### config.mk
export PLATFORM = sky130hd
export DESIGN_NAME = distribuidor_cartas
export DESIGN_NICKNAME = d
export VERILOG_FILES = /design/src/rtl/distribuidor_cartas_pkg.sv /design/src/rtl/distribuidor_cartas_lfsr.sv /design/src/rtl/distribuidor_cartas.sv
export SDC_FILE = /design/constraint.sdc
export NUM_CORES = 1
export LEC_CHECK = 0
export CAP_MARGIN = 20
export CORE_UTILIZATION = 45
export DETAILED_ROUTE_END_ITERATION = 7
export PLACE_DENSITY = 0.58
export SLEW_MARGIN = 10
export SYNTH_ARGS = -nofsm -noshare
export SYNTH_HDL_FRONTEND = slang
export SYNTH_SLANG_ARGS = --single-unit
### constraint.sdc
create_clock -name clock -period 7.58 [get_ports clock]
set_clock_uncertainty 0.1 [all_clocks]
set_input_delay 1.516 -clock clock [delete_from_list [all_inputs] [get_ports clock]]
set_output_delay 1.516 -clock clock [all_outputs]
set_load 0.01 [all_outputs]
### src/rtl/distribuidor_cartas_pkg.sv
// Shared definitions for the card server: deck size, card ceiling,
// FSM state encoding, LFSR taps and the fresh-deck value function.
package pacote_baralho;

   // Standard deck size
   localparam int NUM_CARTAS_PADRAO = 52;

   // Face cards (J, Q, K) count as 10, so no card is worth more than this
   localparam int CARTA_MAX = 10;

   // Taps for x^8+x^6+x^5+x^4+1 on a left-shifting register:
   // feedback is the XOR of bits 7, 5, 4 and 3
   localparam logic [7:0] LFSR_TAPS = 8'hB8;

   // Deck server states
   typedef enum logic [2:0] {
      CARREGA   = 3'd0,
      ESCOLHE   = 3'd1,
      LE        = 3'd2,
      ESCREVE_I = 3'd3,
      ESCREVE_J = 3'd4,
      OCIOSO    = 3'd5
   } estado_t;

   // Value of card n in an unshuffled deck: ranks 1..13 repeat per suit,
   // and ranks above CARTA_MAX are clamped to CARTA_MAX
   function automatic logic [3:0] valor_inicial(input logic [5:0] n);
      logic [5:0] resto;
      resto = n % 6'd13;
      if (resto >= 6'(CARTA_MAX - 1)) begin
         valor_inicial = 4'(CARTA_MAX);
      end else begin
         valor_inicial = resto[3:0] + 4'd1;
      end
   endfunction

endpackage

### src/rtl/distribuidor_cartas_lfsr.sv
// 8-bit Fibonacci LFSR used as the shuffle entropy source.
// Loads the seed on reset and shifts left whenever enabled.
module lfsr_baralho
   import pacote_baralho::*;
#(
   parameter logic [7:0] SEMENTE = 8'hA5
) (
   input  logic       clock,
   input  logic       resetar,
   input  logic       habilita,
   output logic [7:0] estado
);

   logic [7:0] estado_q;
   logic [7:0] estado_d;
   logic       realimentacao;

   // Next LFSR value: shift left and insert the tap parity at bit 0
   always_comb begin
      realimentacao = ^(estado_q & LFSR_TAPS);
      estado_d      = estado_q;
      if (habilita) begin
         estado_d = {estado_q[6:0], realimentacao};
      end
   end

   // State register; reset reloads the (non-zero) seed
   always_ff @(posedge clock) begin
      if (resetar) begin
         estado_q <= SEMENTE;
      end else begin
         estado_q <= estado_d;
      end
   end

   assign estado = estado_q;

endmodule

### src/rtl/distribuidor_cartas.sv
// Shuffled-deck card server. Builds the deck in internal RAM, shuffles it
// with Fisher-Yates driven by an LFSR (rejection sampling for j <= i),
// then deals one card per request with a registered value and valid pulse.
module distribuidor_cartas
   import pacote_baralho::*;
#(
   parameter int         NUM_CARTAS = NUM_CARTAS_PADRAO,
   parameter logic [7:0] SEMENTE    = 8'hA5
) (
   input  logic       clock,
   input  logic       resetar,
   input  logic       embaralhar,
   input  logic       pedido,
   output logic [3:0] carta,
   output logic       carta_valida,
   output logic       pronto,
   output logic       baralho_vazio,
   output logic [5:0] cartas_restantes
);

   localparam logic [5:0] TOTAL         = 6'(NUM_CARTAS);
   localparam logic [5:0] TOTAL_MENOS_1 = 6'(NUM_CARTAS - 1);

   // FSM and datapath registers
   estado_t    estado_q, estado_d;
   logic [5:0] n_q, n_d;          // fill index while building the deck
   logic [5:0] i_q, i_d;          // Fisher-Yates upper index
   logic [5:0] j_q, j_d;          // accepted swap partner
   logic [5:0] topo_q, topo_d;    // next card to deal, saturates at TOTAL
   logic [3:0] carta_q;
   logic       valida_q;

   // Swap operands captured from RAM
   logic [3:0] tmp_i_q;
   logic [3:0] tmp_j_q;

   // RAM write port
   logic       mem_we;
   logic [5:0] mem_waddr;
   logic [3:0] mem_wdata;

   // Deal strobe for this cycle
   logic       entrega;

   // LFSR
   logic [7:0] lfsr;
   logic [5:0] j_cand;
   logic [1:0] lfsr_bits_unused;

   logic [3:0] mem [NUM_CARTAS];

   // Entropy source runs every cycle; reset reloads the seed
   lfsr_baralho #(
      .SEMENTE (SEMENTE)
   ) u_lfsr (
      .clock    (clock),
      .resetar  (resetar),
      .habilita (1'b1),
      .estado   (lfsr)
   );

   // Only the low six bits can address a 63-card deck
   assign j_cand           = lfsr[5:0];
   assign lfsr_bits_unused = lfsr[7:6];

   // State register plus datapath registers; the card register is a
   // registered RAM read taken only when a card is actually dealt
   always_ff @(posedge clock) begin
      if (resetar) begin
         estado_q <= CARREGA;
         n_q      <= '0;
         i_q      <= '0;
         j_q      <= '0;
         topo_q   <= '0;
         carta_q  <= '0;
         valida_q <= 1'b0;
      end else begin
         estado_q <= estado_d;
         n_q      <= n_d;
         i_q      <= i_d;
         j_q      <= j_d;
         topo_q   <= topo_d;
         valida_q <= entrega;
         if (entrega) begin
            carta_q <= mem[topo_q];
         end
      end
   end

   // Deck RAM: one write port, registered swap-operand reads in LE
   always_ff @(posedge clock) begin
      if (mem_we) begin
         mem[mem_waddr] <= mem_wdata;
      end
      if (estado_q == LE) begin
         tmp_i_q <= mem[i_q];
         tmp_j_q <= mem[j_q];
      end
   end

   // Next-state logic
   always_comb begin
      estado_d = estado_q;
      case (estado_q)
         CARREGA: begin
            if (n_q == TOTAL_MENOS_1) begin
               // A one-card deck has nothing to swap
               estado_d = (NUM_CARTAS == 1) ? OCIOSO : ESCOLHE;
            end
         end
         ESCOLHE: begin
            // Reject candidates above i so the pick stays in 0..i
            if (j_cand <= i_q) begin
               estado_d = LE;
            end
         end
         LE: begin
            estado_d = ESCREVE_I;
         end
         ESCREVE_I: begin
            estado_d = ESCREVE_J;
         end
         ESCREVE_J: begin
            estado_d = (i_q == 6'd1) ? OCIOSO : ESCOLHE;
         end
         OCIOSO: begin
            if (embaralhar) begin
               estado_d = CARREGA;
            end
         end
         default: begin
            estado_d = CARREGA;
         end
      endcase
   end

   // Datapath control: counters, RAM writes and card dealing per state
   always_comb begin
      n_d       = n_q;
      i_d       = i_q;
      j_d       = j_q;
      topo_d    = topo_q;
      mem_we    = 1'b0;
      mem_waddr = n_q;
      mem_wdata = valor_inicial(n_q);
      entrega   = 1'b0;
      case (estado_q)
         CARREGA: begin
            mem_we    = 1'b1;
            mem_waddr = n_q;
            mem_wdata = valor_inicial(n_q);
            n_d       = n_q + 6'd1;
            if (n_q == TOTAL_MENOS_1) begin
               n_d    = '0;
               i_d    = TOTAL_MENOS_1;
               topo_d = '0;
            end
         end
         ESCOLHE: begin
            if (j_cand <= i_q) begin
               j_d = j_cand;
            end
         end
         ESCREVE_I: begin
            mem_we    = 1'b1;
            mem_waddr = i_q;
            mem_wdata = tmp_j_q;
         end
         ESCREVE_J: begin
            mem_we    = 1'b1;
            mem_waddr = j_q;
            mem_wdata = tmp_i_q;
            i_d       = i_q - 6'd1;
            if (i_q == 6'd1) begin
               topo_d = '0;
            end
         end
         OCIOSO: begin
            // A reshuffle command takes priority over a same-cycle request
            if (embaralhar) begin
               n_d = '0;
            end else if (pedido && (topo_q != TOTAL)) begin
               entrega = 1'b1;
               topo_d  = topo_q + 6'd1;
            end
         end
         default: begin
            n_d = '0;
         end
      endcase
   end

   // Status outputs derived from the state and the deal pointer
   always_comb begin
      pronto           = (estado_q == OCIOSO);
      baralho_vazio    = pronto && (topo_q == TOTAL);
      cartas_restantes = pronto ? (TOTAL - topo_q) : 6'd0;
      carta            = carta_q;
      carta_valida     = valida_q;
   end

endmodule

==> results_dict.tcl, run 1 <==
set metrics [dict create \
    min_period_ps 4950 \
    cpMaxStageDelayCell "clkinv_1" \
    critPathBufInv 2 \
    worstSetupPathType "flop to output port" \
    num_io_pins 17 \
    dp_hpwl_um 25800 \
    final-setup-viol-count 0 \
    synthFlopType "edfxtp_1" \
    die_x_um 181 \
    core_area_sq_um 31600 \
    insertion_delay_ps 550 \
    cts.clk_slew.worst_paths_ps 60 \
    ys_ff_latch 256 \
    p_leak_nw 4.81 \
    root_buffer "clkbuf_16" \
    cp.arrival_ps 3330 \
    io_buffer_count 16 \
    start_util_pct 45.7 \
    cts-resized-gates 0 \
    area_growth_pct 10.8 \
    die_area_sq_um 32900 \
    cts_hold_buf 0 \
    drc_errors 0 \
    crit_chain "clkinv_1, a21boi_0, xnor2_1, and2_1, clkdlybuf4s50_1" \
    status "completed" \
    fmax_mhz 202 \
    setup-tns-final_ps 0 \
    period_share_pct 65.3 \
    finalWirelength_um 38300 \
    clk_path_buf_depth 3 \
    cp.required_ps 5960 \
    synth-edff-count 216 \
    drv_cap 0 \
    yosysSeqAreaShare_pct 50.4 \
    grt_antenna_before_repair 4 \
    syn-num-nets 979 \
    drt-initial-drc-count 850 \
    grt_pass1_wl_um 57800 \
    grt_max_degree 57 \
    yosysTopAreaCell "edfxtp_1" \
    crit_path_end_kind "output port" \
    htreeDepth 1 \
    async_flop_share_pct 0 \
    synth_top_area_share_pct 44.8 \
    cts_tree "yes" \
    cts_setup_buffers 0 \
    ir_worst_vdd_mv 0.164 \
    worst_pin_slew_ps 1020 \
    worstSetupStartpointType "flop" \
    synth_most_common_cell "edfxtp_1" \
    finalHoldViolations 0 \
    fin_nets 972 \
    synthTopCellsByArea "edfxtp_1 45%, mux4_2 28%, dfxtp_1 5.5%" \
    ant_nets 0 \
    cts_made_buffers 28 \
    synth.cell_area_sq_um 14500 \
    rows 65 \
    synthCells 957 \
    rsz0062_at_grt "no" \
    grtUsageTotal_pct 24.0 \
    slowest_delay_ps 810 \
    routedWlPerCell_um 27.9 \
    p_per_area_nw_per_um2 202 \
    path_delay_family "buffers and inverters" \
    avgSynthCellArea_sq_um 15.1 \
    slew_headroom_pct 31.8 \
    cts_sinks 256 \
    via_per_inst 6.55 \
    yosys_warnings 0 \
    pre_cts_slack_ps 2830 \
    first_pass_iters 5 \
    vias 9010 \
    rrSetupSlack_ps 2740 \
    drive_gt1_share_pct 27.8 \
    grt.overflow.total 0 \
    cp_max_fo 15 \
    grt_pass1_vias 8826 \
    hold_path.class "flop to flop" \
    die_y_um 181 \
    worst_slack_ps 2630 \
    place.gp.congestion 0.866 \
    synth_cell_types 61 \
    synth_common_cells "216 x edfxtp_1, 183 x mux4_2, 89 x nor2_1" \
    drv_slew 0 \
]
-- worst register-to-register path: cells and delay by family, from the launching register on --
family / cells / cell delay (ps)
AOI/OAI and AO/OA: 4 / 1140
and+or+nand+nor: 4 / 970
muxes: 1 / 280
DFF: 1 / 620
buffers and inverters: 3 / 810
adders and majority gates: 2 / 600
-- cells in the final DEF (no fill, tap or decap), types with 4 or more instances in the layout --
cell,instances
edfxtp_1,216
a22oi_1,4
nor3_1,9
a211oi_1,5
o221ai_1,16
nand2b_1,11
nand3_1,16
nand2_1,48
xnor2_1,11
mux2i_1,31
o22ai_1,11
nand4_1,9
o21ai_0,18
nand4b_1,4
or3_1,4
bufinv_16,5
inv_1,19
clkbuf_1,7
and2_1,9
o21a_1,5
buf_4,16
mux4_2,183
xor2_1,4
clkbuf_16,29
nor2_1,89
nor2b_1,9
dfxtp_1,34
a21oi_1,41
ha_1,18
clkdlybuf4s50_1,16
nand3b_1,4
-- layout make-up --
cell class,count,area (sq um)
repair buffers,33,308
clock buffers,36,752
flip-flops and latches,256,7300
clock inverters,14,214
diodes,3,7.51
fillers,2606,15600
well taps,402,503
inverters,21,78.8
multi-input cells,610,6870
-- power breakdown --
part	total, mW	switching (mW)	internal (mW)
Sequential	1.58	0.0137	1.57
Combinational	0.202	0.128	0.0746
Clock	1.45	0.576	0.872
Total	3.23	0.717	2.52
-- final timing paths --
kind,from,end,cells after the start
setup / recovery,topo_q[3]$_SDFFE_PP0P_,cartas_restantes[5],5
setup reg to reg,n_q[0]$_SDFFE_PP0P_,mem[49][3]$_DFFE_PP_,14
hold reg to reg,u_lfsr.estado[6]$_SDFF_PP0_,u_lfsr.estado[7]$_SDFF_PP1_,1
hold / removal,u_lfsr.estado[6]$_SDFF_PP0_,u_lfsr.estado[7]$_SDFF_PP1_,1
-- cells by family (layout without fill, tap and decap cells) --
| family | Yosys count | in the layout | share of synthesized area (%) |
|---|---|---|---|
| XOR/XNOR | 15 | 15 | 0.908 |
| AND/OR/NAND/NOR | 225 | 225 | 7.38 |
| AO/OA/AOI/OAI | 134 | 134 | 6.28 |
| adder cells (fa/ha/maj) | 19 | 19 | 1.63 |
| flip-flops | 256 | 256 | 50.4 |
| multiplexers | 217 | 217 | 30.9 |
| other | 0 | 3 | 0 |
| buffers and inverters | 91 | 104 | 2.59 |
-- stage by stage --
stage               util (%)  total power, mW  area, sq um  hold WS, ps  cells
global placement        47.5             1.81        15000          295   1320
global route            50.7             3.32        16000          326   1373
detailed placement      47.6             1.81        15000          307   1321
floorplan                  -             1.73        14500          289    957
CTS                     50.6             3.25        16000          313   1371
finish                  50.7             3.23        16000          309   1375
-- layer usage --
| metal | global-route usage (%) | wire (um) | vias up |
|---|---|---|---|
| met1 | 34.5 | 16400 | 4685 |
| met4 | 7.73 | 1080 | 2 |
| met5 | 0 | 12 | - |
| li1 | - | - | 3926 |
| met3 | 3.47 | 2380 | 73 |
| met2 | 37.9 | 18400 | 324 |
-- flip-flops by register name, summed over array words and instances, names as in the netlist --
| signal | flops |
|---|---|
| n_q | 6 |
| tmp_i_q | 4 |
| i_q | 6 |
| carta | 4 |
| tmp_j_q | 4 |
| topo_q | 6 |
| j_q | 6 |
| carta_valida | 1 |
| estado_q | 3 |
| mem | 208 |
| u_lfsr.estado | 8 |
Note: power is estimated with default switching activity, not from simulation.
==> run 2, diff against run 1 <==
- PLACE_DENSITY: 0.58 -> 0.61
- clock period: 7.58 -> 4.5 ns (I/O delays scaled with it)
==> run 2 against run 1 <==
Net effect: final area rose by 1.4%; final cell count rose by 1.7%; first-iteration DRC count rose by 26%; largest cell class unchanged; critical path depth rose by 12.
==> results_dict.tcl, run 2 (synthesized netlist as in run 1, its figures left out) <==
set metrics [dict create \
    status "completed" \
    reg2reg_to "mem[1][2]$_DFFE_PP_" \
    die_area_sq_um 32900 \
    grt_antenna_before_repair 4 \
    cts_hold_buf 0 \
    dp_hpwl_um 26700 \
    finalWirelength_um 40100 \
    worst_pin_slew_ps 994 \
    regMostFlops "mem" \
    root_buffer "clkbuf_16" \
    layout_commonest_cell "edfxtp_1" \
    drv_cap 0 \
    final-setup-viol-count 0 \
    min_period_ps 4280 \
    die_x_um 181 \
    slew_headroom_pct 33.8 \
    cts_sinks 256 \
    fin_nets 993 \
    worstSetupStartpointType "flop" \
    grtUsageTotal_pct 24.9 \
    vias 9187 \
    final_cell_mix "216 x edfxtp_1, 183 x mux4_2, 89 x nor2_1" \
    io_buffer_count 16 \
    cts.clk_slew.worst_paths_ps 60 \
    core_area_sq_um 31600 \
    rsz0062_at_grt "yes" \
    cts_made_buffers 30 \
    p_per_area_nw_per_um2 337 \
    htreeDepth 1 \
    num_io_pins 17 \
    insertion_delay_ps 580 \
    grt.overflow.total 0 \
    cts_tree "yes" \
    die_y_um 181 \
    p_leak_nw 4.94 \
    cp.arrival_ps 4530 \
    setup-tns-final_ps 0 \
    grt_max_degree 53 \
    crit_path_end_kind "flop" \
    crit_chain "inv_1, ha_1, a21boi_4, o221ai_2, inv_1, ha_1, buf_4, nand2b_1, nand4b_1, o32ai_2, or2_4, o221ai_1, a211oi_1, o21ai_4, buf_4, o31ai_4, buf_8" \
    rrSetupSlack_ps 220 \
    place.gp.congestion 0.889 \
    via_per_inst 6.57 \
    drv_slew 0 \
    rows 65 \
    ir_worst_vdd_mv 0.302 \
    dp_cells 1340 \
    cp_max_fo 52 \
    grt_pass1_wl_um 59600 \
    cp.required_ps 4750 \
    start_util_pct 45.7 \
    hold_path.class "flop to flop" \
    drt-initial-drc-count 1067 \
    whs_ps 308 \
    period_share_pct 95.2 \
    largest_reg_flops 208 \
    fmax_mhz 233 \
    first_pass_iters 5 \
    ff2ff_path_depth 17 \
    grt_pass1_vias 9156 \
    post-route-util_pct 51.4 \
    hold_start "u_lfsr.estado[6]$_SDFF_PP0_" \
    path_delay_family "compound AO/OA/AOI/OAI gates" \
    finalNonFillerCells 1398 \
    worstSetupPathType "flop to flop" \
    min_to "u_lfsr.estado[7]$_SDFF_PP1_" \
    critPathBufInv 5 \
    drc_errors 0 \
    finalHoldViolations 0 \
    clk_path_buf_depth 3 \
    cpMaxStageDelayCell "dfxtp_1" \
    drive_gt1_share_pct 29.4 \
    slowest_delay_ps 520 \
    ant_nets 0 \
    whs_path_depth 1 \
    r2r_start "n_q[2]$_SDFFE_PP0P_" \
    routedWlPerCell_um 28.6 \
    area_growth_pct 12.4 \
]
==> run 2: cell count changes in the layout (fill, tap and decap cells not counted), moves of 2 or more <==
cell,change
buf_4,+15
clkbuf_1,-5
clkinvlp_4,-2
clkinv_2,+3
clkinv_1,+9
buf_8,+2
buf_12,+2
==> run 2: where the power goes <==
part | internal, mW | total (mW) | switching [mW]
logic | 0.134 | 0.360 | 0.226
clock network | 1.45 | 2.46 | 1.01
registers | 2.64 | 2.66 | 0.0172
==> run 2: worst max-delay path by stage <==
| stage | depth (start not counted) | endpoint | slack [ps] | from |
|---|---|---|---|---|
| 6_report | 17 | mem[1][2]$_DFFE_PP_ | 220 | n_q[2]$_SDFFE_PP0P_ |
| 5_1_grt | 17 | mem[1][2]$_DFFE_PP_ | -10 | n_q[2]$_SDFFE_PP0P_ |
| 4_1_cts | 17 | mem[0][2]$_DFFE_PP_ | 30 | n_q[2]$_SDFFE_PP0P_ |
| 3_5_place_dp | 13 | mem[29][3]$_DFFE_PP_ | -30 | n_q[2]$_SDFFE_PP0P_ |
| 3_3_place_gp | 13 | mem[28][3]$_DFFE_PP_ | 80 | n_q[2]$_SDFFE_PP0P_ |
| 2_1_floorplan | 14 | mem[0][0]$_DFFE_PP_ | -550 | n_q[0]$_SDFFE_PP0P_ |
==> run 2: what timing repair did <==
item	4_1_cts	5_1_grt
resized for setup	1	9
setup endpoints to repair	52	156
buffers inserted	0	0
endpoints found under the hold margin	0	0
pin swaps	0	2
cloned	1	0
==> run 2: final cells by class <==
type | instances | area, sq um
antenna | 2 | 5.00
clock buffer | 32 | 758
clock inverter | 23 | 239
fill | 2614 | 15400
inverter | 21 | 78.8
multi-input combinational | 611 | 6920
sequential | 256 | 7300
tap | 402 | 503
timing repair buffer | 51 | 463
==> run 2: per-stage QoR <==
stage          setup slack [ps]  instance area, sq um  power (mW)
4_1_cts                    30.8                 16200        5.51
3_3_place_gp               80.2                 15200        3.05
5_1_grt                   -12.5                 16300        5.63
6_report                    216                 16300        5.48
2_1_floorplan              -547                 14500        2.92
3_5_place_dp              -30.5                 15200        3.06
==> run 2: per-layer routing <==
| metal | vias to the layer above | global-route usage, % | routed length, um |
|---|---|---|---|
| li1 | 3966 | - | - |
| met1 | 4715 | 34.0 | 16000 |
| met4 | 2 | 9.73 | 1510 |
| met2 | 425 | 38.4 | 18800 |
| met3 | 79 | 6.13 | 3770 |
| met5 | - | 0 | 14 |
==> run 2: worst register-to-register path: cells and delay by family, from the launching register on <==
family	cells	cell delay, ps
adder cells (fa/ha/maj)	2	460
AO/OA/AOI/OAI	7	1660
buffers and inverters	5	910
AND/OR/NAND/NOR	3	390
flip-flops	1	520
